--- config.mk ---
export PLATFORM = sky130hd
export DESIGN_NAME = axis_loopback_ctrl
export DESIGN_NICKNAME = d
export VERILOG_FILES = /design/src/rtl/axis_lb_pkg.sv /design/src/rtl/axis_lb_checker.sv /design/src/rtl/axis_loopback_ctrl.sv
export SDC_FILE = /design/constraint.sdc
export NUM_CORES = 1
export LEC_CHECK = 0
export ABC_AREA = 1
export CORE_ASPECT_RATIO = 1.25
export CORE_MARGIN = 1
export CORE_UTILIZATION = 30
export DETAILED_ROUTE_END_ITERATION = 10
export PLACE_DENSITY_LB_ADDON = 0.12
export SYNTH_ARGS = -nofsm -noshare
export SYNTH_HDL_FRONTEND = slang
export SYNTH_SLANG_ARGS = --single-unit
--- constraint.sdc ---
create_clock -name clk -period 4.7 [get_ports clk]
set_clock_uncertainty 0.15 [all_clocks]
set_input_delay 0.47 -clock clk [delete_from_list [all_inputs] [get_ports clk]]
set_output_delay 0.47 -clock clk [all_outputs]
set_load 0.005 [all_outputs]
--- src/rtl/axis_lb_pkg.sv ---
// Shared types and default sizing for the AXI-Stream loopback sequencer.
package axis_lb_pkg;
  typedef enum logic [1:0] {IDLE, SEND, WAIT_RX, DONE} lb_state_t;

  localparam int DATA_W_DEF      = 32;
  localparam int LEN_W_DEF       = 16;
  localparam int TIMEOUT_CYC_DEF = 1000000;
  localparam int ERR_W           = 16;
endpackage

--- src/rtl/axis_lb_checker.sv ---
// RX beat checker: compares looped-back beats against seed + index, counts
// accepted beats and mismatches, and flags acceptance of the final beat.
module axis_lb_checker
  import axis_lb_pkg::*;
#(
  parameter int DATA_W = DATA_W_DEF,
  parameter int LEN_W  = LEN_W_DEF
) (
  input  logic              clk,
  input  logic              rst,
  input  logic              clr,
  input  logic              active,
  input  logic [DATA_W-1:0] seed,
  input  logic [LEN_W-1:0]  frame_len,
  input  logic [DATA_W-1:0] s_tdata,
  input  logic              s_tvalid,
  input  logic              s_tready,
  input  logic              s_tlast,
  output logic              err_now,
  output logic              last_acc,
  output logic [ERR_W-1:0]  err_count,
  output logic [LEN_W-1:0]  rx_count
);
  logic              cnt_hs, exp_last;
  logic [DATA_W-1:0] exp_data;

  // rx_count doubles as the beat index; beats past frame_len are drained.
  assign cnt_hs   = active && s_tvalid && s_tready && (rx_count != frame_len);
  assign exp_data = seed + DATA_W'(rx_count);
  assign exp_last = (rx_count == frame_len - LEN_W'(1));
  assign err_now  = cnt_hs && ((s_tdata != exp_data) || (s_tlast != exp_last));
  assign last_acc = cnt_hs && exp_last;

  always_ff @(posedge clk) begin
    if (rst || clr) begin
      err_count <= '0;
      rx_count  <= '0;
    end else if (cnt_hs) begin
      if (rx_count != '1)            rx_count  <= rx_count + LEN_W'(1);
      if (err_now && err_count != '1) err_count <= err_count + ERR_W'(1);
    end
  end
endmodule

--- src/rtl/axis_loopback_ctrl.sv ---
// Loopback test sequencer: sends a counter frame, checks the returned frame,
// and reports pass/fail, error count and timeout/abort status.
module axis_loopback_ctrl
  import axis_lb_pkg::*;
#(
  parameter int DATA_W      = DATA_W_DEF,
  parameter int LEN_W       = LEN_W_DEF,
  parameter int TIMEOUT_CYC = TIMEOUT_CYC_DEF
) (
  input  logic              clk,
  input  logic              rst,
  input  logic              start_pulse,
  input  logic              abort_pulse,
  input  logic [LEN_W-1:0]  frame_len,
  input  logic [DATA_W-1:0] seed,
  output logic [DATA_W-1:0] m_tdata,
  output logic              m_tvalid,
  input  logic              m_tready,
  output logic              m_tlast,
  input  logic [DATA_W-1:0] s_tdata,
  input  logic              s_tvalid,
  output logic              s_tready,
  input  logic              s_tlast,
  output logic              busy,
  output logic              done,
  output logic              pass,
  output logic              timeout,
  output logic              aborted,
  output logic [ERR_W-1:0]  err_count,
  output logic [LEN_W-1:0]  rx_count
);
  localparam int TO_W = $clog2(TIMEOUT_CYC + 1);
  localparam logic [TO_W-1:0] TO_MAX = TO_W'(TIMEOUT_CYC - 1);

  lb_state_t         state, state_n;
  logic [LEN_W-1:0]  len_q, tx_idx;
  logic [DATA_W-1:0] seed_q;
  logic [TO_W-1:0]   to_cnt;
  logic              abort_pend, active;
  logic              start_ok, tx_hs, tx_last_hs, rx_hs, rx_full, to_hit;
  logic              err_now, last_acc;
  logic              go_abort, go_timeout, go_pass;

  assign active     = (state == SEND) || (state == WAIT_RX);
  assign start_ok   = start_pulse && !abort_pulse && (frame_len != '0) &&
                      ((state == IDLE) || (state == DONE));
  assign tx_hs      = m_tvalid && m_tready;
  assign tx_last_hs = tx_hs && m_tlast;
  assign rx_hs      = s_tvalid && s_tready;
  assign rx_full    = last_acc || (rx_count == len_q);
  assign to_hit     = (to_cnt == TO_MAX) && !rx_hs;

  axis_lb_checker #(.DATA_W(DATA_W), .LEN_W(LEN_W)) u_chk (
    .clk, .rst, .clr(start_ok), .active,
    .seed(seed_q), .frame_len(len_q),
    .s_tdata, .s_tvalid, .s_tready, .s_tlast,
    .err_now, .last_acc, .err_count, .rx_count
  );

  always_comb begin
    state_n    = state;
    go_abort   = 1'b0;
    go_timeout = 1'b0;
    case (state)
      IDLE, DONE: if (start_ok) state_n = SEND;
      SEND: begin
        // A pending abort waits for the in-flight beat to complete.
        if ((abort_pulse || abort_pend) && (!m_tvalid || tx_hs)) begin
          state_n  = DONE;
          go_abort = 1'b1;
        end else if (tx_last_hs) begin
          state_n = rx_full ? DONE : WAIT_RX;
        end
      end
      WAIT_RX: begin
        if (abort_pulse) begin
          state_n  = DONE;
          go_abort = 1'b1;
        end else if (last_acc) begin
          state_n = DONE;
        end else if (to_hit) begin
          state_n    = DONE;
          go_timeout = 1'b1;
        end
      end
      default: state_n = IDLE;
    endcase
    go_pass = (state_n == DONE) && active && !go_abort && !go_timeout &&
              rx_full && (err_count == '0) && !err_now;
  end

  always_ff @(posedge clk) begin
    if (rst) begin
      state      <= IDLE;
      len_q      <= '0;
      seed_q     <= '0;
      tx_idx     <= '0;
      to_cnt     <= '0;
      abort_pend <= 1'b0;
      m_tdata    <= '0;
      m_tvalid   <= 1'b0;
      m_tlast    <= 1'b0;
      s_tready   <= 1'b0;
      busy       <= 1'b0;
      done       <= 1'b0;
      pass       <= 1'b0;
      timeout    <= 1'b0;
      aborted    <= 1'b0;
    end else begin
      state    <= state_n;
      s_tready <= 1'b1;
      busy     <= (state_n == SEND) || (state_n == WAIT_RX);
      done     <= (state_n == DONE);
      if (start_ok) begin
        len_q      <= frame_len;
        seed_q     <= seed;
        tx_idx     <= '0;
        to_cnt     <= '0;
        abort_pend <= 1'b0;
        m_tdata    <= seed;
        m_tvalid   <= 1'b1;
        m_tlast    <= (frame_len == LEN_W'(1));
        pass       <= 1'b0;
        timeout    <= 1'b0;
        aborted    <= 1'b0;
      end else begin
        if (state == SEND && state_n != SEND) begin
          m_tvalid <= 1'b0;
          m_tlast  <= 1'b0;
        end else if (tx_hs) begin
          tx_idx  <= tx_idx + LEN_W'(1);
          m_tdata <= m_tdata + DATA_W'(1);
          m_tlast <= (tx_idx + LEN_W'(1) == len_q - LEN_W'(1));
        end
        abort_pend <= (state == SEND) && (state_n == SEND) && (abort_pend || abort_pulse);
        if (go_abort)   aborted <= 1'b1;
        if (go_timeout) timeout <= 1'b1;
        if (go_pass)    pass    <= 1'b1;
        // Saturating idle counter; only WAIT_RX acts on it.
        if (rx_hs)                      to_cnt <= '0;
        else if (active && to_cnt != TO_MAX) to_cnt <= to_cnt + TO_W'(1);
      end
    end
  end
endmodule

# --- Word-level counts from Yosys, hierarchy flattened ---
# Cells that the tools add are included.
op_classes:
  addsub: 7
  n_eq_ne: 19
  mux: 24
  bitwise: 1
  n_reduce_logical: 51
op_table:
  columns: ["cell", "n"]
  rows:
  - ["$mux 32", 3]
  - ["$add 16x1->16 const B", 3]
  - ["$eq 16x16->1", 3]
  - ["$add 32x1->32 const B", 1]
  - ["$add 32x16->32", 1]
  - ["$ne 16x16->1 const B", 2]
  - ["$ne 32x32->1", 1]
  - ["$logic_and 1x1->1", 24]
  - ["$add 20x1->20 const B", 1]
  - ["$eq 20x20->1 const B", 1]
  - ["$ne 20x20->1 const B", 1]
  - ["$eq 16x1->1 const B", 1]
  - ["$logic_not 16->1", 1]
  - ["$ne 16x16->1", 1]
  - ["$reduce_bool 16->1", 1]
  - ["$sub 16x1->16 const B", 1]
  - ["$mux 1", 13]
  - ["$mux 2", 6]
  - ["$eq 2x2->1 const B", 4]
  - ["$logic_or 1x1->1", 8]
  - ["$reduce_and 2->1", 4]
  - ["$logic_not 1->1", 6]
  - ["$pmux 2 s3", 1]
  - ["$eq 2x1->1 const B", 2]
  - ["9 further kinds", 12]
word_totals:
  register_bits: 159
  input_bits: 87
  output_inout_bits: 72

# --- Longest topological paths before layout ---
# Gate-level depths: netlist of run 1.
depth:
  depth_word: 18
  ltp_mapped: 27

# --- By module ---
# From an unflattened synthesis of run 1, not the netlist that was laid out.
hier_totals:
  cells_unflattened: 1973
  area_unflattened_um2: 12177.9
modules_own_cells:
  columns: ["mod", "n_inst", "cells_per_inst", "area_each_um2"]
  rows:
  - ["axis_loopback_ctrl", 1, 1144, 7455.9]
  - ["axis_lb_checker", 1, 829, 4722.0]

# --- Least setup slack after synthesis of run 1 ---
# OpenSTA, ideal clock, no wires.
synth_timing:
  kind: "register to register"
  start: "register len_q[0]"
  end: "register m_tdata[14]"
  arrival_ns: 3.325
  slack_ns: 1.109
  path_stages_with_launch: 27
  path_buffers: 1
  synth_period_minus_slack_ns: 3.591
  cell_sequence: "dfxtp_1 -> inv_2 -> ha_1 -> nand2_1 -> inv_1 -> nand3_1 -> nand2_2 -> nand2_1 -> o21ai_0 -> nor2_1 -> nand3b_1 -> o21ai_0 -> nand2_1 -> o21ai_0 -> o21ai_0 -> nand2_1 -> nand2_1 -> inv_1 -> ha_1 -> nor2_1 -> nor2_1 -> clkbuf_1 -> inv_1 -> o41ai_1 -> o211ai_1 -> o211ai_1 -> inv_1"
synth_between:
  elab_chain_len: 12
  word_cells_on_any_way: 17
synth_rtl:
  columns: ["item", "line_no", "text"]
  rows:
  - ["from (decl)", "axis_loopback_ctrl.sv:36", "logic [LEN_W-1:0] len_q, tx_idx;"]
  - ["from (signal assigned)", "axis_loopback_ctrl.sv:115", "len_q <= frame_len;"]
  - ["$sub 16x1->16 or $ne 16x16->1 (tied branches)", "axis_lb_checker.sv:30, axis_lb_checker.sv:28", null]
  - ["$eq 16x16->1 or $logic_and 1x1->1 (tied branches)", "axis_lb_checker.sv:30, axis_lb_checker.sv:28", null]
  - ["$logic_and 1x1->1", "axis_lb_checker.sv:32", "assign last_acc = cnt_hs && exp_last;"]
  - ["$logic_or 1x1->1", "axis_loopback_ctrl.sv:50", "assign rx_full = last_acc || (rx_count == len_q);"]
  - ["$mux 1", "axis_loopback_ctrl.sv:72", "state_n = rx_full ? DONE : WAIT_RX;"]
  - ["$mux 2", "axis_loopback_ctrl.sv:71", "end else if (tx_last_hs) begin"]
  - ["$mux 2", "axis_loopback_ctrl.sv:68", "if ((abort_pulse || abort_pend) && (!m_tvalid || tx_hs)) begin"]
  - ["$pmux 2 s3 (*)", "axis_loopback_ctrl.sv:64", "case (state)"]
  - ["via state_n[0]", "axis_loopback_ctrl.sv:35", "lb_state_t state, state_n;"]
  - ["$ne 2x1->1 (*)", "axis_loopback_ctrl.sv:127", "if (state == SEND && state_n != SEND) begin"]
  - ["$logic_and 1x1->1 (*)", "axis_loopback_ctrl.sv:127", null]
  - ["$ne 2x1->1 (no line) (*)", null, null]
  - ["$reduce_and 2->1 (no line) (*)", null, null]
  - ["to (signal assigned)", "axis_loopback_ctrl.sv:132", "m_tdata <= m_tdata + DATA_W'(1);"]
  - ["to (decl)", "axis_loopback_ctrl.sv:16", "output logic [DATA_W-1:0] m_tdata,"]
# Mark *: on every way through the listed nets, which the timed path passes. The rest lies on a longest branch.
# A chain may end at the register's enable or synchronous reset.

# --- Worst setup path in the final report of run 1 ---
# Same ends and word-level chain as after synthesis.

==> impl_metrics.yaml, run 1 <==
outcome:
  outcome: "finished clean"
floorplan:
  num_rows: 78
  die_w_um: 174
  core_region_area_um2: 36400
  die_y_um: 217
  die_area_um2: 37800
  start_util_pct: 30.5
  ioPinCount: 159
sta:
  setup_viol: 0
  max_slew_margin_pct: 45.3
  fin_setup_tns_ps: 0
  rsz0062_at_grt: "no"
  tightest_slew_ps: 820
  max_freq_mhz: 245
  period_share_pct: 86.9
  setup_slack_ps: 615
  final.min_clock_period_ps: 4080
  hold_viol: 0
  report.final.slew_viol_count: 0
power_and_ir_drop:
  p_comb_share_pct: 38.6
  swShare_pct: 40.3
  clock_power_share_pct: 27.6
  p_leak_nw: 5.69
  power.switching_mw: 2.07
  p_seq_share_pct: 33.8
  p_int_mw: 3.07
  vdd_ir_drop_max_mv: 0.207
  power-per-cell-area_nw_per_um2: 372
drt:
  vias: 11776
  vias_per_cell: 4.91
  ant_nets: 0
  drc_errors: 0
  postRouteWirelength_um: 40000
  wl_per_cell_um: 16.7
  dr.first_iter.drc_count: 609
  dr.pass1.iters: 5
grt:
  grt_overflow: 0
  antenna_found_initial: 2
  grt_start_max_net_pins: 72
  grt_usage_pct: 21.6
  grt_pass1_wl_um: 63300
  grt_pass1_vias: 11428
critical_path:
  required_ps: 4900
  critical_path.endpoint: "m_tdata[14]"
  path_buf_inv: 6
  slowest_stage: "o41ai_1"
  cp-start-kind: "flop"
  reg2reg_to: "m_tdata[14]"
  path_common_cell: "nand2_1"
  cp.depth: 26
  cp_top_family: "compound AO/OA/AOI/OAI gates"
  rrSetupSlack_ps: 620
  crit_arrival_ps: 4280
  cp_max_fo: 29
  r2r_start: "len_q[0]"
  max_stage_delay_ps: 420
  cp-startpoint: "len_q[0]"
  cp-end-kind: "flop"
  worstRegToRegCells: 26
  worstSetupPathType: "reg -> reg"
place:
  gp_congestion: 0.922
  dp_slack_ps: 552
  io_buffers: 158
  hpwl_um: 32000
clocking:
  cts_buffer_depth: 2
  clock_sinks: 159
  cts_tree: "built"
  cts.htree.levels: 4
  postCtsHoldBufs: 0
  postCtsSetupBuffers: 0
  cts_root_buf: "clkbuf_16"
  cts_buffers: 17
  path_clk_slew_ps: 70
  clock_latency_ps: 450
cells_and_area:
  drive_gt1_share_pct: 5.58
  multi_input_area_um2: 6830
  regArea_um2: 3180
  n_fill_cell: 3953
  fin_util_pct: 38.0
  nNetsFinal: 2019
  synthToLayoutAreaGrowth_pct: 24.6
synth:
  syn-cell-area_um2: 11100
  yosys.area.top_type: "dfxtp_1"
  synth_seq_cells: 159
  yosysMostFrequentCell: "nand2_1"
  synth_edf_count: 0
  synth_cell_types: 49
  ys_warn_count: 0
  synthArstFlopShare_pct: 0
  synthTopCellsByCount: "nand2_1 (469), inv_1 (229), nor2_1 (173), dfxtp_1 (159), a21oi_1 (102)"
  synth_nets: 1869
  syn_inst: 1754
  avgSynthCellArea_um2: 6.33
  synth_area_leaders: "dfxtp_1 (29%), nand2_1 (16%), inv_1 (7.7%)"
  synthFlopType: "dfxtp_1"
  netlist.area_leader.share_pct: 28.7
  seq_area_frac_synth_pct: 28.7
hold_path:
  min_delay_path_depth: 1
  hold_path_class: "reg -> reg"
  hold_start: "to_cnt[19]"
flow_run:
  timing.max_cap.violations: 0
## how the worst min path moves through the flow
stage | endpoint | slack, ps
finish | to_cnt[19] | 300
CTS | to_cnt[19] | 300
global placement | to_cnt[19] | 280
global route | seed_q[15] | 330
detailed placement | to_cnt[19] | 290
floorplan | to_cnt[19] | 270
## registers in the layout, indices dropped and copies added (netlist names)
name,count
m_tvalid,1
aborted,1
state,2
timeout,1
u_chk.rx_count,16
len_q,16
m_tdata,32
u_chk.err_count,16
m_tlast,1
seed_q,32
done,1
s_tready,1
abort_pend,1
pass,1
to_cnt,20
busy,1
tx_idx,16
## logic make-up after synthesis
kind of cell | synth area share, %
AND/OR/NAND/NOR | 36.7
buffers and inverters | 9.79
XOR/XNOR | 8.14
flip-flops | 28.7
AO/OA/AOI/OAI | 13.5
adder cells (fa/ha/maj) | 3.22
## placed cells by master (no fill, tap or decap), types with 10 or more instances in the layout
cell,netlist,routed
nor4_1,17,17
clkbuf_16,0,17
buf_4,0,16
o21ai_0,80,79
nand3b_1,20,20
nor3_1,40,40
nand2_1,469,469
ha_1,27,27
clkdlybuf4s50_1,0,158
nand2_2,15,15
nand3_1,99,99
inv_2,10,10
nand4_1,55,55
inv_1,229,229
xnor2_1,27,27
a31oi_1,25,25
a21oi_1,102,102
xor2_1,71,71
dfxtp_1,159,159
nor2_1,173,172
o211ai_1,12,12
o22ai_1,13,13
## power by group through the flow
stage,registers [mW],logic (mW),clock network (mW)
4_1_cts,1.74,1.99,1.46
6_report,1.74,1.98,1.42
3_3_place_gp,1.77,1.98,0
5_1_grt,1.77,2.22,1.51
3_5_place_dp,1.77,1.98,0
2_1_floorplan,1.70,1.30,0
## worst register-to-register path, delay by kind of cell, from the launching register on
kind                     cells  cell delay, ps
AO/OA/AOI/OAI                7            1240
adder cells (fa/ha/maj)      2             430
buffers and inverters        6             690
flip-flops                   1             400
AND/OR/NAND/NOR             11            1050
## layout make-up
cell class	count	share of cell area, %
Sequential cell	159	23.0
Antenna cell	2	0.0362
Clock inverter	15	1.17
Tap cell	480	4.34
Timing Repair Buffer	175	12.4
Inverter	240	6.51
Multi-Input combinational cell	1311	49.4
Clock buffer	17	3.08
## stage by stage
step	instances	total power [mW]	cell area (um^2)	hold WS [ps]
6_report	2399	5.14	13800	295
2_1_floorplan	1754	3.00	11100	272
5_1_grt	2399	5.50	13800	332
4_1_cts	2397	5.20	13800	299
3_5_place_dp	2365	3.75	13200	289
3_3_place_gp	2365	3.75	13200	285
## what timing repair did
item,in CTS,in global routing
resized for setup,0,1
setup endpoints to repair,0,8
hold endpoints to repair,0,0
## metal layers
metal	vias to the layer above	track usage [%]	routed length (um)
met4	0	9.15	1250
met1	5423	27.1	18200
met3	60	4.66	2130
met5	-	0	0
met2	264	35.7	18300
li1	6029	-	-
(Power assumes the default switching activity.)
==> run 2: changes to the inputs <==
CORE_MARGIN = not set   (was 1)
==> results of run 2 <==
No change in the layout: final DEF, timing and power equal those of run 1.
